===== src/rtl/pea_output_reader_if.sv =====
// pea_output_reader_if: 16-bit host stream carrying one result/status record as four tagged words.
interface pea_output_reader_if #(parameter int width = 16);
  logic [width-1:0] out_data;
  logic [1:0]       out_tag;
  logic             out_valid;
  logic             out_ready;
  logic             out_last;
  modport master (output out_data, out_tag, out_valid, out_last, input out_ready);
  modport slave  (input out_data, out_tag, out_valid, out_last, output out_ready);
endinterface


===== src/rtl/pea_output_reader.sv =====
// pea_output_reader: pops result/status FIFO pairs and serialises each pair as four host words.
module pea_output_reader #(
  parameter int buffer_size_out = 32,
  parameter int width           = 16
) (
  input  logic                               clk,
  input  logic                               rst,
  input  logic [$clog2(buffer_size_out)-1:0] result_pop,
  input  logic [$clog2(buffer_size_out)-1:0] status_pop,
  input  logic [2*width-1:0]                 result_data,
  input  logic [2*width-1:0]                 status_data,
  output logic                               rd_en_result,
  output logic                               rd_en_status,
  pea_output_reader_if.master                host,
  output logic [15:0]                        records_sent,
  output logic                               desync
);
  typedef enum logic [1:0] {IDLE, POP, CAPTURE, SEND} state_t;
  state_t             state_q;
  logic [1:0]         idx_q;
  logic [2*width-1:0] res_q, sta_q;
  logic [15:0]        records_q;
  logic               desync_q, mm_q, rd_en_q, valid_q;
  logic               mismatch;
  logic [2*width-1:0] word;
  logic [width-1:0]   half;
  assign mismatch = result_pop != status_pop;
  always_ff @(posedge clk or negedge rst) begin
    if (!rst) begin
      state_q   <= IDLE;
      idx_q     <= '0;
      res_q     <= '0;
      sta_q     <= '0;
      records_q <= '0;
      desync_q  <= 1'b0;
      mm_q      <= 1'b0;
      rd_en_q   <= 1'b0;
      valid_q   <= 1'b0;
    end else begin
      case (state_q)
        IDLE: begin
          mm_q <= mismatch;
          if (mm_q && mismatch) desync_q <= 1'b1;
          if (result_pop != '0 && status_pop != '0) begin
            state_q <= POP;
            rd_en_q <= 1'b1;
            mm_q    <= 1'b0;
          end
        end
        POP: begin
          rd_en_q <= 1'b0;
          state_q <= CAPTURE;
        end
        CAPTURE: begin
          res_q   <= result_data;
          sta_q   <= status_data;
          idx_q   <= '0;
          valid_q <= 1'b1;
          state_q <= SEND;
        end
        SEND: begin
          if (host.out_ready) begin
            idx_q <= idx_q + 2'd1;
            if (idx_q == 2'd3) begin
              records_q <= records_q + 16'd1;
              valid_q   <= 1'b0;
              state_q   <= IDLE;
            end
          end
        end
        default: state_q <= IDLE;
      endcase
    end
  end
  // idx[1] selects result/status, idx[0] selects high/low half
  assign word           = idx_q[1] ? sta_q : res_q;
  assign half           = idx_q[0] ? word[width-1:0] : word[2*width-1:width];
  assign host.out_data  = valid_q ? half : '0;
  assign host.out_tag   = valid_q ? idx_q : 2'd0;
  assign host.out_last  = valid_q && idx_q == 2'd3;
  assign host.out_valid = valid_q;
  assign rd_en_result   = rd_en_q;
  assign rd_en_status   = rd_en_q;
  assign records_sent   = records_q;
  assign desync         = desync_q;
endmodule


===== src/flat_wrapper.sv =====
// flat-port wrapper written by rule: the top's interface ports become plain ports
module pea_output_reader_flat 
#(
  parameter int buffer_size_out = 32,
  parameter int width           = 16
)
  (clk, rst, result_pop, status_pop, result_data, status_data, rd_en_result, rd_en_status, records_sent, desync, host_out_data, host_out_tag, host_out_valid, host_out_last, host_out_ready);
  pea_output_reader_if #(.width(width)) host_i ();
  input  logic clk;
  input  logic rst;
  input  logic [$clog2(buffer_size_out)-1:0] result_pop;
  input  logic [$clog2(buffer_size_out)-1:0] status_pop;
  input  logic [2*width-1:0] result_data;
  input  logic [2*width-1:0] status_data;
  output logic rd_en_result;
  output logic rd_en_status;
  output logic [15:0] records_sent;
  output logic desync;
  output wire logic [$bits(host_i.out_data)-1:0] host_out_data;
  output wire logic [$bits(host_i.out_tag)-1:0] host_out_tag;
  output wire logic [$bits(host_i.out_valid)-1:0] host_out_valid;
  output wire logic [$bits(host_i.out_last)-1:0] host_out_last;
  input wire logic [$bits(host_i.out_ready)-1:0] host_out_ready;
  assign host_out_data = host_i.out_data;
  assign host_out_tag = host_i.out_tag;
  assign host_out_valid = host_i.out_valid;
  assign host_out_last = host_i.out_last;
  assign host_i.out_ready = host_out_ready;
  pea_output_reader #(.buffer_size_out(buffer_size_out), .width(width)) u_core (.clk(clk), .rst(rst), .result_pop(result_pop), .status_pop(status_pop), .result_data(result_data), .status_data(status_data), .rd_en_result(rd_en_result), .rd_en_status(rd_en_status), .host(host_i), .records_sent(records_sent), .desync(desync));
endmodule

===== config.mk =====
export PLATFORM = sky130hd
export DESIGN_NAME = pea_output_reader_flat
export DESIGN_NICKNAME = d
export VERILOG_FILES = /design/src/rtl/pea_output_reader_if.sv /design/src/rtl/pea_output_reader.sv /design/src/flat_wrapper.sv
export SDC_FILE = /design/constraint.sdc
export NUM_CORES = 1
export LEC_CHECK = 0
export BUFFER_PORTS_ARGS = -buffer_cell sky130_fd_sc_hd__buf_2
export CAP_MARGIN = 25
export CORE_MARGIN = 1.5
export CORE_UTILIZATION = 52
export DETAILED_ROUTE_END_ITERATION = 8
export PLACE_DENSITY = 0.81
export SETUP_SLACK_MARGIN = 0.3
export SLEW_MARGIN = 15
export SYNTH_ARGS = -nofsm -noshare
export SYNTH_HDL_FRONTEND = slang
export SYNTH_SLANG_ARGS = --single-unit
export TNS_END_PERCENT = 1

===== constraint.sdc =====
create_clock -name clk -period 2 [get_ports clk]
set_clock_uncertainty 0.1 [all_clocks]
set_input_delay 0.2 -clock clk [delete_from_list [all_inputs] [get_ports clk]]
set_output_delay 0.2 -clock clk [all_outputs]
set_load 0.02 [all_outputs]

==> results.md <==
- Core area: 7647 um2
- 1st-iter DRT viols: 110
- Internal Power: 5288 uW
- Combinational share of power: 47.7%
- Post-DP HPWL: 5.689 mm
- Cell taking the most area after synthesis: dfrtp_1
- Number of synthesized flops with an enable pin: 0
- Finished Core Util: 75.97%
- Failing checks: negative setup slack
- Synth area leaders: dfrtp_1 (54%), mux2_2 (18%), mux4_2 (8.8%)
- Clk pwr share: 14.8%
- Residual DRC count: 0
- Top cells by count, synth: dfrtp_1 (88), mux2_2 (66), and2_1 (19)
- Area of the multi-input gates: 1864 um2
- WHS Path Cells: 2
- RSZ-0062 raised after global routing: yes
- Crit path depth: 4
- Mapped Area: 4086 um2
- Switching part of the total power: 34.03%
- Worst path max stage delay: 500 ps
- Critical path data required time: 1700 ps
- Global-route wire length before repair: 15.47 mm
- Top-count cell post-synth: dfrtp_1
- Clock sinks: 88
- Gpl congestion: 0.7595
- Row Count: 32
- Synthesis-stage register bit count: 88
- Diodes inserted: 0
- Power density over cell area: 1380 nW/um2
- Setup CP Type: reg -> out
- Routed WL: 9.298 mm
- Filler cells: 480
- Ys async rst share: 100.0%
- Reg clk slew, reported paths: 80 ps
- Top-area cell type share of the netlist area: 53.89%
- Post-DR vias/cell: 5.240
- Routed vias: 3055
- Hold slack final: 10.03 ps
- Dpl cell area: 4836 um2
- Area growth from synthesis to layout: 42.16%
- Critical-path cell list: buf_12 -> mux4_2 -> and2_1 -> buf_2
- R2R setup slack: 100 ps
- Fin crit share: 103.1%
- WP buf/inv: 2
- Min Tclk post-route: 2062 ps
- CTS H-Tree Depth: 3
- F_max: 0.4851 GHz
- Register area share after synthesis: 53.89%
- Vias in the first global route: 3228
- Max-Cap Viols: 0
- Fin. max-slew vios: 0
- Die Wd: 91.65 um
- Max FO, Critical Path: 10
- CTS tree: yes
- Initial Util: 53.44%
- Worst-margin pin slew: 601.3 ps
- Avg WL per Cell: 15.95 um
- Largest net degree at the start of global routing: 51
- Worst Setup End Kind: output port
- Worst hold path class: in -> reg
- Num CTS Buffers: 9
- Type of origin of the critical path: register
- Sequential share of power: 37.4%
- Synthesized net count: 374
- Psw: 2728 uW
- NumNets Final: 560
- Worst skew pair latency: 340 ps
- Gate Count Post-Synth: 291
- Remaining global-route overflow: 0
- Slowest-stage cell, CP: mux4_2
- CTS Root Cell: clkbuf_8
- I/O pins: 116
- R2R cell count: 7
- Synth cell types: 31
- Antenna viol nets, final: 0
- GRT Overall Usage: 23.66%
- Max_slew headroom: 59.91%
- Synth warn: 0
- Share of layout cells above drive strength 1: 50.73%
- Antenna violations before repair: 0
- Sequential cell area: 2208 um2
- Chip height: 91.65 um
- Prevailing post-synth register cell: dfrtp_1
- Final Setup Violations: 16
- PnR worst setup slack: -61.60 ps
- Leakage power: 0.002605 uW
- Clock buffer depth: 2
- Die ar.: 8400 um2
- First-pass DRT Iterations: 4
- Status: complete, but fails checks
- Final Cell Area: 5809 um2
- Worst vdd ir: 0.8669 mV
- Port buffer count: 115
- Final Hold Fails: 0
- Top delay family on crit path: multiplexers
- Critical Path AT: 1760 ps
- Syn Area/Cell: 14.04 um2
## through the flow
stage                     setup slack (ps)  setup TNS [ps]  total power (uW)  instances
after floorplan                      281.5               0              5583        291
after global placement               259.0               0              6347        502
after detailed placement             241.0               0              6499        502
after CTS                           -119.2           -1527              7850        582
after global routing                -130.7           -1791              8512        583
final                               -61.60          -622.0              8016        583
## logic make-up after synthesis
kind of cell	count (synthesis)	share of synthesized area, %
simple gates	60	8.267
buf+inv	23	2.449
flops	88	53.89
compound gates	11	2.051
xor+xnor	21	4.501
fa+ha+maj	6	1.837
mux	82	27.01
## repair_timing
item,CTS,global route
pin swaps,2,7
hold endpoints to repair,108,0
setup buffers,1,1
resized for setup,9,27
endpoints found under the setup margin,24,71
hold buffers,64,0
## final cells by class
| cell class | count | area share (%) |
|---|---|---|
| timing repair buffer | 191 | 24.04 |
| inverter | 7 | 0.4523 |
| multi-input combinational | 180 | 32.09 |
| sequential | 88 | 38.01 |
| tap | 102 | 2.197 |
| clock inverter | 5 | 1.012 |
| clock buffer | 10 | 2.197 |
## worst reg2reg max path, delay by kind of cell (launching register included)
kind | cells | cell delay [ps]
buffers and inverters | 2 | 230
DFF | 1 | 430
xor gates and xnor gates | 1 | 170
adders and majority gates | 1 | 140
and+or+nand+nor | 3 | 750
## power by group through the flow
stage          registers (uW)  clock network, uW  logic (uW)
2_1_floorplan            2860                  0        2730
3_3_place_gp             2940                  0        3410
3_5_place_dp             2990                  0        3500
4_1_cts                  2970               1220        3660
5_1_grt                  3090               1280        4140
6_report                 3000               1190        3820
## path summary, 6_finish.rpt
path	start	end
hold reg to reg	u_core.records_sent[15]$_DFFE_PN0P_	u_core.records_sent[15]$_DFFE_PN0P_
setup reg to reg	u_core.idx_q[1]$_DFFE_PN0P_	u_core.records_sent[12]$_DFFE_PN0P_
max in group asynchronous	rst	u_core.state_q[0]$_DFFE_PN0P_
hold / removal	status_data[5]	u_core.sta_q[5]$_DFFE_PN0P_
setup / recovery	u_core.idx_q[1]$_DFFE_PN0P_	host_out_data[15]
min in group asynchronous	rst	u_core.records_sent[3]$_DFFE_PN0P_
## routing by layer
metal / up-vias / track usage, % / routed length [um]
met2: 78 / 41.04 / 5089
li1: 1400 / - / -
met1: 1570 / 30.15 / 3759
met3: 7 / 4.643 / 385
met4: 0 / 6.901 / 63
met5: - / 0 / 0
## registers in the layout (all words and copies together) (netlist names)
| name | count |
|---|---|
| u_core.desync | 1 |
| u_core.host.out_valid | 1 |
| u_core.idx_q | 2 |
| u_core.mm_q | 1 |
| u_core.rd_en_result | 1 |
| u_core.records_sent | 16 |
| u_core.res_q | 32 |
| u_core.sta_q | 32 |
| u_core.state_q | 2 |
## placed cells by master (no fill, tap or decap), types with 5 or more instances in the layout
master and n:
dlygate4sd3_1 64, dfrtp_2 5, and2_1 18, inv_1 6, dfrtp_1 83, buf_2 108
mux4_2 16, nand4_1 6, xnor2_1 15, mux2_2 66, clkbuf_8 9, buf_4 10
xor2_1 6, nand2_1 13
Note: power is estimated with default switching activity, not from simulation.
